File: src/rtl/trace_pkg.sv
// Shared state type and sizing helpers for the trace buffer dump engine.
package trace_pkg;

    typedef enum logic [1:0] {
        IDLE  = 2'd0,
        READ  = 2'd1,
        DRAIN = 2'd2,
        DONE  = 2'd3
    } dump_state_e;

    // Address width for a buffer of the given depth; a depth of one still needs a bit.
    function automatic int addr_width(input int depth);
        return (depth > 1) ? $clog2(depth) : 1;
    endfunction

    function automatic int word_width(input int lanes, input int lane_bits);
        return lanes * lane_bits;
    endfunction

endpackage

File: src/rtl/trace_dump_skid.sv
// Two-entry skid buffer: captures in the same edge as in_vld_i, output registered (0-cycle bypass none).
// Backpressure: in_rdy_o drops when both entries are full; head stays stable while out_rdy_i is low.
module trace_dump_skid #(
    parameter int WIDTH = 32
) (
    input  logic             clk,
    input  logic             rst_n,
    input  logic             in_vld_i,
    output logic             in_rdy_o,
    input  logic [WIDTH-1:0] in_dat_i,
    output logic             out_vld_o,
    input  logic             out_rdy_i,
    output logic [WIDTH-1:0] out_dat_o
);

    logic [WIDTH-1:0] ent_q [2];
    logic             wr_sel_q, wr_sel_d;
    logic             rd_sel_q, rd_sel_d;
    logic [1:0]       cnt_q, cnt_d;
    logic             push, pop;

    assign in_rdy_o  = (cnt_q != 2'd2);
    assign out_vld_o = (cnt_q != 2'd0);
    assign out_dat_o = ent_q[rd_sel_q];

    always_comb begin
        push     = in_vld_i && in_rdy_o;
        pop      = out_vld_o && out_rdy_i;
        wr_sel_d = push ? ~wr_sel_q : wr_sel_q;
        rd_sel_d = pop  ? ~rd_sel_q : rd_sel_q;
        cnt_d    = cnt_q + {1'b0, push} - {1'b0, pop};
    end

    always_ff @(posedge clk or negedge rst_n) begin
        if (!rst_n) begin
            ent_q[0] <= '0;
            ent_q[1] <= '0;
            wr_sel_q <= 1'b0;
            rd_sel_q <= 1'b0;
            cnt_q    <= 2'd0;
        end else begin
            if (push) begin
                ent_q[wr_sel_q] <= in_dat_i;
            end
            wr_sel_q <= wr_sel_d;
            rd_sel_q <= rd_sel_d;
            cnt_q    <= cnt_d;
        end
    end

endmodule

File: src/rtl/trace_dump.sv
// Trace buffer dump: streams the buffer oldest-first over valid/ready, first beat RAM_LATENCY+1 cycles after READ entry.
// At most two reads outstanding (in flight + skid) so no beat is lost under stall; TRACE_DUMP_CLEAR_EN zeroes each entry after its read.
module trace_dump
    import trace_pkg::*;
#(
    parameter int N           = 8,
    parameter int DATA_WIDTH  = 32,
    parameter int TB_SIZE     = 64,
    parameter int RAM_LATENCY = 1,
    localparam int AW         = addr_width(TB_SIZE),
    localparam int WW         = word_width(N, DATA_WIDTH)
) (
    input  logic                           clk,
    input  logic                           rst_n,
    input  logic                           dump_start,
    input  logic [AW-1:0]                  wr_ptr,
    input  logic                           wrapped,
    output logic                           dump_busy,
    output logic [AW-1:0]                  mem_address_b,
    output logic                           mem_wren_b,
    output logic [WW-1:0]                  mem_data_b,
    input  logic [WW-1:0]                  mem_q_b,
    output logic [N-1:0][DATA_WIDTH-1:0]   vector_out,
    output logic                           valid_out,
    input  logic                           ready_in,
    output logic                           dump_done
);

`ifdef TRACE_DUMP_CLEAR_EN
    localparam bit CLEAR_EN = 1'b1;
`else
    localparam bit CLEAR_EN = 1'b0;
`endif

    dump_state_e          state_q, state_d;
    logic [AW-1:0]        addr_q, addr_d;
    logic [AW:0]          rem_q, rem_d;
    logic [1:0]           occ_q, occ_d;
    logic                 clr_q, clr_d;
    logic [RAM_LATENCY-1:0] pipe_q, pipe_d;
    logic                 done_q;
    logic                 issue, beat;
    logic [AW-1:0]        addr_inc;
    logic                 skid_in_rdy;
    logic [WW-1:0]        skid_dat;

    assign beat     = valid_out && ready_in;
    assign addr_inc = (addr_q == AW'(TB_SIZE - 1)) ? '0 : addr_q + 1'b1;

    always_comb begin
        state_d = state_q;
        addr_d  = addr_q;
        rem_d   = rem_q;
        clr_d   = clr_q;
        issue   = 1'b0;
        case (state_q)
            IDLE: begin
                clr_d = 1'b0;
                if (dump_start) begin
                    rem_d   = wrapped ? (AW+1)'(TB_SIZE) : {1'b0, wr_ptr};
                    addr_d  = wrapped ? wr_ptr : '0;
                    state_d = (rem_d == '0) ? DONE : READ;
                end
            end
            READ: begin
                if (clr_q) begin
                    clr_d  = 1'b0;
                    addr_d = addr_inc;
                // A beat leaving this cycle frees its credit in time for a new read.
                end else if (rem_q != '0 && (occ_q < 2'd2 || beat)) begin
                    issue = 1'b1;
                    rem_d = rem_q - 1'b1;
                    if (CLEAR_EN) begin
                        clr_d = 1'b1;
                    end else begin
                        addr_d = addr_inc;
                    end
                end
                if (rem_d == '0 && !clr_d) begin
                    state_d = DRAIN;
                end
            end
            DRAIN: begin
                if (occ_q == 2'd0) begin
                    state_d = DONE;
                end
            end
            DONE: begin
                state_d = IDLE;
            end
            default: begin
                state_d = IDLE;
            end
        endcase
        occ_d  = occ_q + {1'b0, issue} - {1'b0, beat};
        pipe_d = (pipe_q << 1) | RAM_LATENCY'(issue);
    end

    always_ff @(posedge clk or negedge rst_n) begin
        if (!rst_n) begin
            state_q <= IDLE;
            addr_q  <= '0;
            rem_q   <= '0;
            occ_q   <= 2'd0;
            clr_q   <= 1'b0;
            pipe_q  <= '0;
            done_q  <= 1'b0;
        end else begin
            state_q <= state_d;
            addr_q  <= addr_d;
            rem_q   <= rem_d;
            occ_q   <= occ_d;
            clr_q   <= clr_d;
            pipe_q  <= pipe_d;
            done_q  <= (state_q == DONE);
        end
    end

    assign dump_busy     = (state_q != IDLE);
    assign dump_done     = done_q;
    assign mem_address_b = addr_q;
    assign mem_data_b    = '0;
`ifdef TRACE_DUMP_CLEAR_EN
    assign mem_wren_b    = (state_q == READ) && clr_q;
`else
    assign mem_wren_b    = 1'b0;
`endif

    trace_dump_skid #(
        .WIDTH (WW)
    ) u_skid (
        .clk       (clk),
        .rst_n     (rst_n),
        .in_vld_i  (pipe_q[RAM_LATENCY-1]),
        .in_rdy_o  (skid_in_rdy),
        .in_dat_i  (mem_q_b),
        .out_vld_o (valid_out),
        .out_rdy_i (ready_in),
        .out_dat_o (skid_dat)
    );

    // Lane 0 sits in the most significant slice of the RAM word.
    always_comb begin
        vector_out = '0;
        for (int i = 0; i < N; i++) begin
            vector_out[i] = skid_dat[(N-1-i)*DATA_WIDTH +: DATA_WIDTH];
        end
    end

    a_credit_no_overflow: assert property (@(posedge clk) disable iff (!rst_n)
        pipe_q[RAM_LATENCY-1] |-> skid_in_rdy);

endmodule

File: config.mk
export PLATFORM = sky130hd
export DESIGN_NAME = trace_dump
export DESIGN_NICKNAME = d
export VERILOG_FILES = /design/src/rtl/trace_pkg.sv /design/src/rtl/trace_dump_skid.sv /design/src/rtl/trace_dump.sv
export SDC_FILE = /design/constraint.sdc
export NUM_CORES = 1
export LEC_CHECK = 0
export CAP_MARGIN = 0
export CORE_AREA = 4 4 308 310
export DETAILED_ROUTE_END_ITERATION = 6
export DIE_AREA = 0 0 312 314
export DONT_BUFFER_PORTS = 1
export SKIP_LAST_GASP = 1
export SLEW_MARGIN = 30
export SYNTH_ARGS = -nofsm -noshare
export SYNTH_HDL_FRONTEND = slang
export SYNTH_SLANG_ARGS = --single-unit
File: constraint.sdc
create_clock -name clk -period 3.37 [get_ports clk]
set_clock_uncertainty 0.2 [all_clocks]
set_input_delay 0.674 -clock clk [delete_from_list [all_inputs] [get_ports clk]]
set_output_delay 0.674 -clock clk [all_outputs]
set_load 0.02 [all_outputs]
Word level (Yosys, flattened, before mapping):

Cells that the tools add are included.

* equality and inequality tests: 9
* bitwise gates (word level): 4
* reductions and logical operators: 18
* muxes and demuxes: 28
* add/sub/neg operators: 6
* $lt $le $gt $ge: 4

Operator list (number)
* two-way mux 256 bit: 4
* bitwise mux 512 bit: 1
* demux 256 bit (select 1 bit): 1
* two-way mux 7 bit: 5
* two-way mux 6 bit: 5
* zero test 7 bit: 2
* one-hot mux 7 bit (2 select lines): 1
* one-hot mux 6 bit (2 select lines): 1
* two-way mux 2 bit: 4
* != test 2 bit (second input constant): 4
* one-hot mux 2 bit (4 select lines): 1
* nonzero test 7 bit: 1
* subtractor 7 x 1 -> 7 bit (second input constant): 1
* adder 6 x 1 -> 6 bit (second input constant): 1
* == test 6 bit (second input constant): 1
* AND reduction 3 bit: 2
* nonzero test 2 bit: 3
* logical AND 1 bit: 5
* adder 2 x 1 -> 2 bit: 2
* == test 2 bit (second input constant): 2
* greater-or-equal comparator 2 bit (second input constant): 2
* zero test 2 bit: 2
* two-way mux 1 bit: 4
* NOT 1 -> 2 bit: 2
* other kinds (10): 12

* word-level logic and storage cells: 81
* input port bits: 267
* output and inout port bits: 522
* register bits: 536

Logic depth before layout (Yosys ltp):

* depth in word-level cells: 11
* mapped depth: 11
* depth with buffers taken out: 11

Hierarchy:

From an unflattened synthesis, not the netlist that was laid out.

* cell total of the unflattened synthesis: 1802
* area total of the unflattened synthesis: 26517.9 sq um

By module, submodules not included
* trace_dump_skid: cells each 1388, sequential area each 12912.4 sq um, area an instance 23233.5 sq um, instances 1
* trace_dump: cells each 414, sequential area each 475.5 sq um, area an instance 3284.4 sq um, instances 1

Worst setup path after synthesis:

No wires, ideal clock.

* path type: register -> output
* from: register u_skid.rd_sel_q
* to: output port vector_out[119] (netlist bit)
* slack: 0.921 ns
* arrival: 1.575 ns
* stages on the path, launching flop included: 5
* path through: dfrtp_1 -> clkbuf_1 -> clkbuf_1 -> clkbuf_1 -> mux2_2

RTL lines
* from (decl): RTL line trace_dump_skid.sv:18 `logic rd_sel_q, rd_sel_d;`
* from (signal assigned): RTL line trace_dump_skid.sv:46 `rd_sel_q <= rd_sel_d;`
* to (decl): RTL line trace_dump.sv:23 `output logic [N-1:0][DATA_WIDTH-1:0] vector_out,`

==> out/results.ini <==
[floorplan]
pin_count = 789
placementRows = 111
die-area_mm2 = 0.09797
die_h_um = 314
die_width_um = 312
core_mm2 = 0.09166
initial_core_util_pct = 27.61

[outcome]
status = finished, final reports clean

[layout]
fin_nets = 2338
multi_input_area_mm2 = 0.01051
fill_cells = 8853
post-route-util_pct = 33.49
seq_area_mm2 = 0.01339
area.growth.synth_to_final_pct = 21.30
drive_gt1_share_pct = 43.38

[power_and_ir_drop]
pwr-share-seq_pct = 34.9
powerDensity_mw_per_mm2 = 1072
p_leak_nw = 13.02
intPower_mw = 20.41
p_sw_mw = 12.49
pwr-share-comb_pct = 44.3
clkPwrFrac_pct = 20.7
vdd_drop_max_v = 0.0006845
switching_share_pct = 37.96

[setup_path]
cp-start-kind = flop
crit_path_end = vector_out[124]
path_class = reg2out
worstPathRequired_ns = 2.50
worstPathArrival_ns = 2.32
worst-path-max-fanout = 22
crit_cells = 3
r2r_start = u_skid.cnt_q[1]
path_delay_family = flip-flops
slowest_stage = dfrtp_4
rrSetupSlack_ns = 0.68
end_kind = output port
r2r_cells = 7
cp.buffers_inverters = 2
cp-startpoint = u_skid.rd_sel_q
worstReg2RegEnd = u_skid.ent_q[198]
path_cells = buf_12 -> buf_4 -> mux2_2
slowest_delay_ns = 0.66

[place]
place.gp.congestion = 0.7843
detailedPlace.worstSlack_ns = 0.7286
dpl.hpwl_mm = 41.27
port_buffers = 0

[clock_tree]
cts_root_buf = clkbuf_16
clk_path_buf_depth = 3
cts_tree = done
cts_resized = 0
clock_sinks = 535
htree_num_levels = 2
clk_pin_slew_worst_paths_ns = 0.06
clkLatencyLatePin_ns = 0.62
cts_buffers = 59

[yosys]
synth_edf_count = 0
synth_flop_cell = dfrtp_1
syn_inst = 1788
yosysTopAreaCell = dfrtp_1
ys_ff_latch = 535
avgSynthCellArea_um2 = 14.15
synth.top_cell.area_share_pct = 52.90
ys_seq_area_share_pct = 52.90
synth_area_mm2 = 0.02531
synth_area_leaders = dfrtp_1 (53%), mux2_2 (34%), buf_4 (7.6%)
yosysWarnings = 0
post_synth_num_cell_types = 47
async_flop_share_pct = 100.0

[global_routing]
grt_overflow = 0
grt_pass1_vias = 15770
grt_max_degree = 536
gr-usage-all-layers_pct = 11.60
antenna_found_initial = 2
grt_pass1_wl_mm = 92.07

[timing]
fmax_ghz = 0.3132
fin_ws_ns = 0.1773
drv_slew = 0
finalHoldViolations = 0
setup_violations = 0
tightest_slew_ns = 1.011
rsz0062_at_grt = no
relSlewSlack_pct = 32.40
setup_tns_ns = 0
period_needed_ns = 3.193
fin_crit_sh_pct = 94.74

[routing]
wl_per_cell_um = 18.13
routed_wl_mm = 59.76
vias_per_cell = 4.351
first_pass_iters = 4
drtIter0Drc = 551
routed-via-count = 14340
drc_errors = 0
ant_nets = 0

[hold_path]
min_path_cells = 2
hp-class = in2reg

[flow_run]
drv_cap = 0

-- kinds of logic after synthesis --
| logic type | count (synthesis) | synth area share (%) |
|---|---|---|
| AO/OA/AOI/OAI | 43 | 1.167 |
| XOR/XNOR | 6 | 0.2077 |
| adder cells (fa/ha/maj) | 12 | 0.5933 |
| buffers and inverters | 361 | 9.434 |
| flip-flops | 535 | 52.90 |
| multiplexers | 776 | 34.50 |
| other | 1 | 0.01482 |
| AND/OR/NAND/NOR | 54 | 1.182 |
-- metal layers --
| layer | wire length, um | up-vias | GRT usage, % |
|---|---|---|---|
| met5 | 0 | - | 0 |
| met4 | 2564 | 0 | 5.672 |
| met3 | 4255 | 126 | 3.278 |
| met2 | 31520 | 547 | 21.42 |
| met1 | 21420 | 7349 | 12.08 |
| li1 | - | 6318 | - |
-- how the worst min path moves through the flow --
| stage | start | to | slack, ns |
|---|---|---|---|
| after floorplan | rst_n | dump_done | 0.18 |
| after global placement | rst_n | u_skid.ent_q[55] | 0.19 |
| after detailed placement | rst_n | u_skid.ent_q[313] | 0.19 |
| after CTS | rst_n | u_skid.ent_q[313] | -0.51 |
| after global routing | wr_ptr[1] | mem_address_b[1] | 0.04 |
| final | wr_ptr[1] | mem_address_b[1] | 0.09 |
-- per-stage QoR --
stage / total power, mW / cell area [um2] / hold WS [ns] / cells
floorplan: 22.97 / 26270 / 0.1784 / 2044
global route: 34.68 / 30700 / 0.04291 / 3296
finish: 32.90 / 30700 / 0.08877 / 3296
detailed placement: 25.88 / 25860 / 0.1929 / 2918
global placement: 25.29 / 25860 / 0.1948 / 2918
CTS: 33.19 / 30570 / -0.5096 / 3288
-- power by group through the flow --
stage	clock network [mW]	registers [mW]	logic, mW
after floorplan	0	10.9	12.1
final	6.82	11.5	14.6
after CTS	7.07	11.5	14.6
after global routing	7.32	11.9	15.5
after global placement	0	11.3	14.0
after detailed placement	0	11.6	14.3
-- sequential cells by signal, indices dropped and copies added (netlist names) --
signal and cells:
u_skid.wr_sel_q 1, mem_address_b 6, dump_done 1, occ_q 2, state_q 2, rem_q 7
u_skid.rd_sel_q 1, u_skid.cnt_q 2, u_skid.ent_q 512, pipe_q 1
-- cell usage in the layout, fill, tap and decap left out, types with 5 or more instances in the layout --
cell           count
mux2_2           769
dfrtp_1          534
dlygate4sd3_1    262
conb_1           257
clkbuf_16         60
buf_4             22
o21ai_0           15
clkbuf_8          15
inv_1             14
nor2_1            13
buf_12            13
ha_1              12
clkbuf_1          12
nand2_1            9
bufinv_16          8
mux2i_1            7
xnor2_1            6
clkinv_2           6
a21oi_1            5
-- cell type report --
class                      count  area share [%]
antenna                        3         0.02446
clock buffer                  87           5.711
clock inverter                22           1.117
inverter                      14          0.1712
multi-input combinational   1148           34.23
sequential                   535           43.63
tap                         1186           4.834
timing repair buffer         301           10.29
-- cells in the mapped netlist, drive strengths merged (3+ instances only) --
master and n:
a21oi 6, ha 12, nor3 4, and3 3, nand2 10, buf 311
nor2b 4, mux2i 7, o21ai 16, nor4 4, inv 14, a31oi 4
xnor2 6, dfrtp 535, nand2b 3, clkbuf 36, mux2 769, nor2 14
or3 3
-- repair_timing --
item                      4_1_cts  5_1_grt
hold endpoints to repair     1052      281
buffers inserted                0        0
hold buffers                  261        1
No activity file was read; power rests on OpenSTA's default activity.
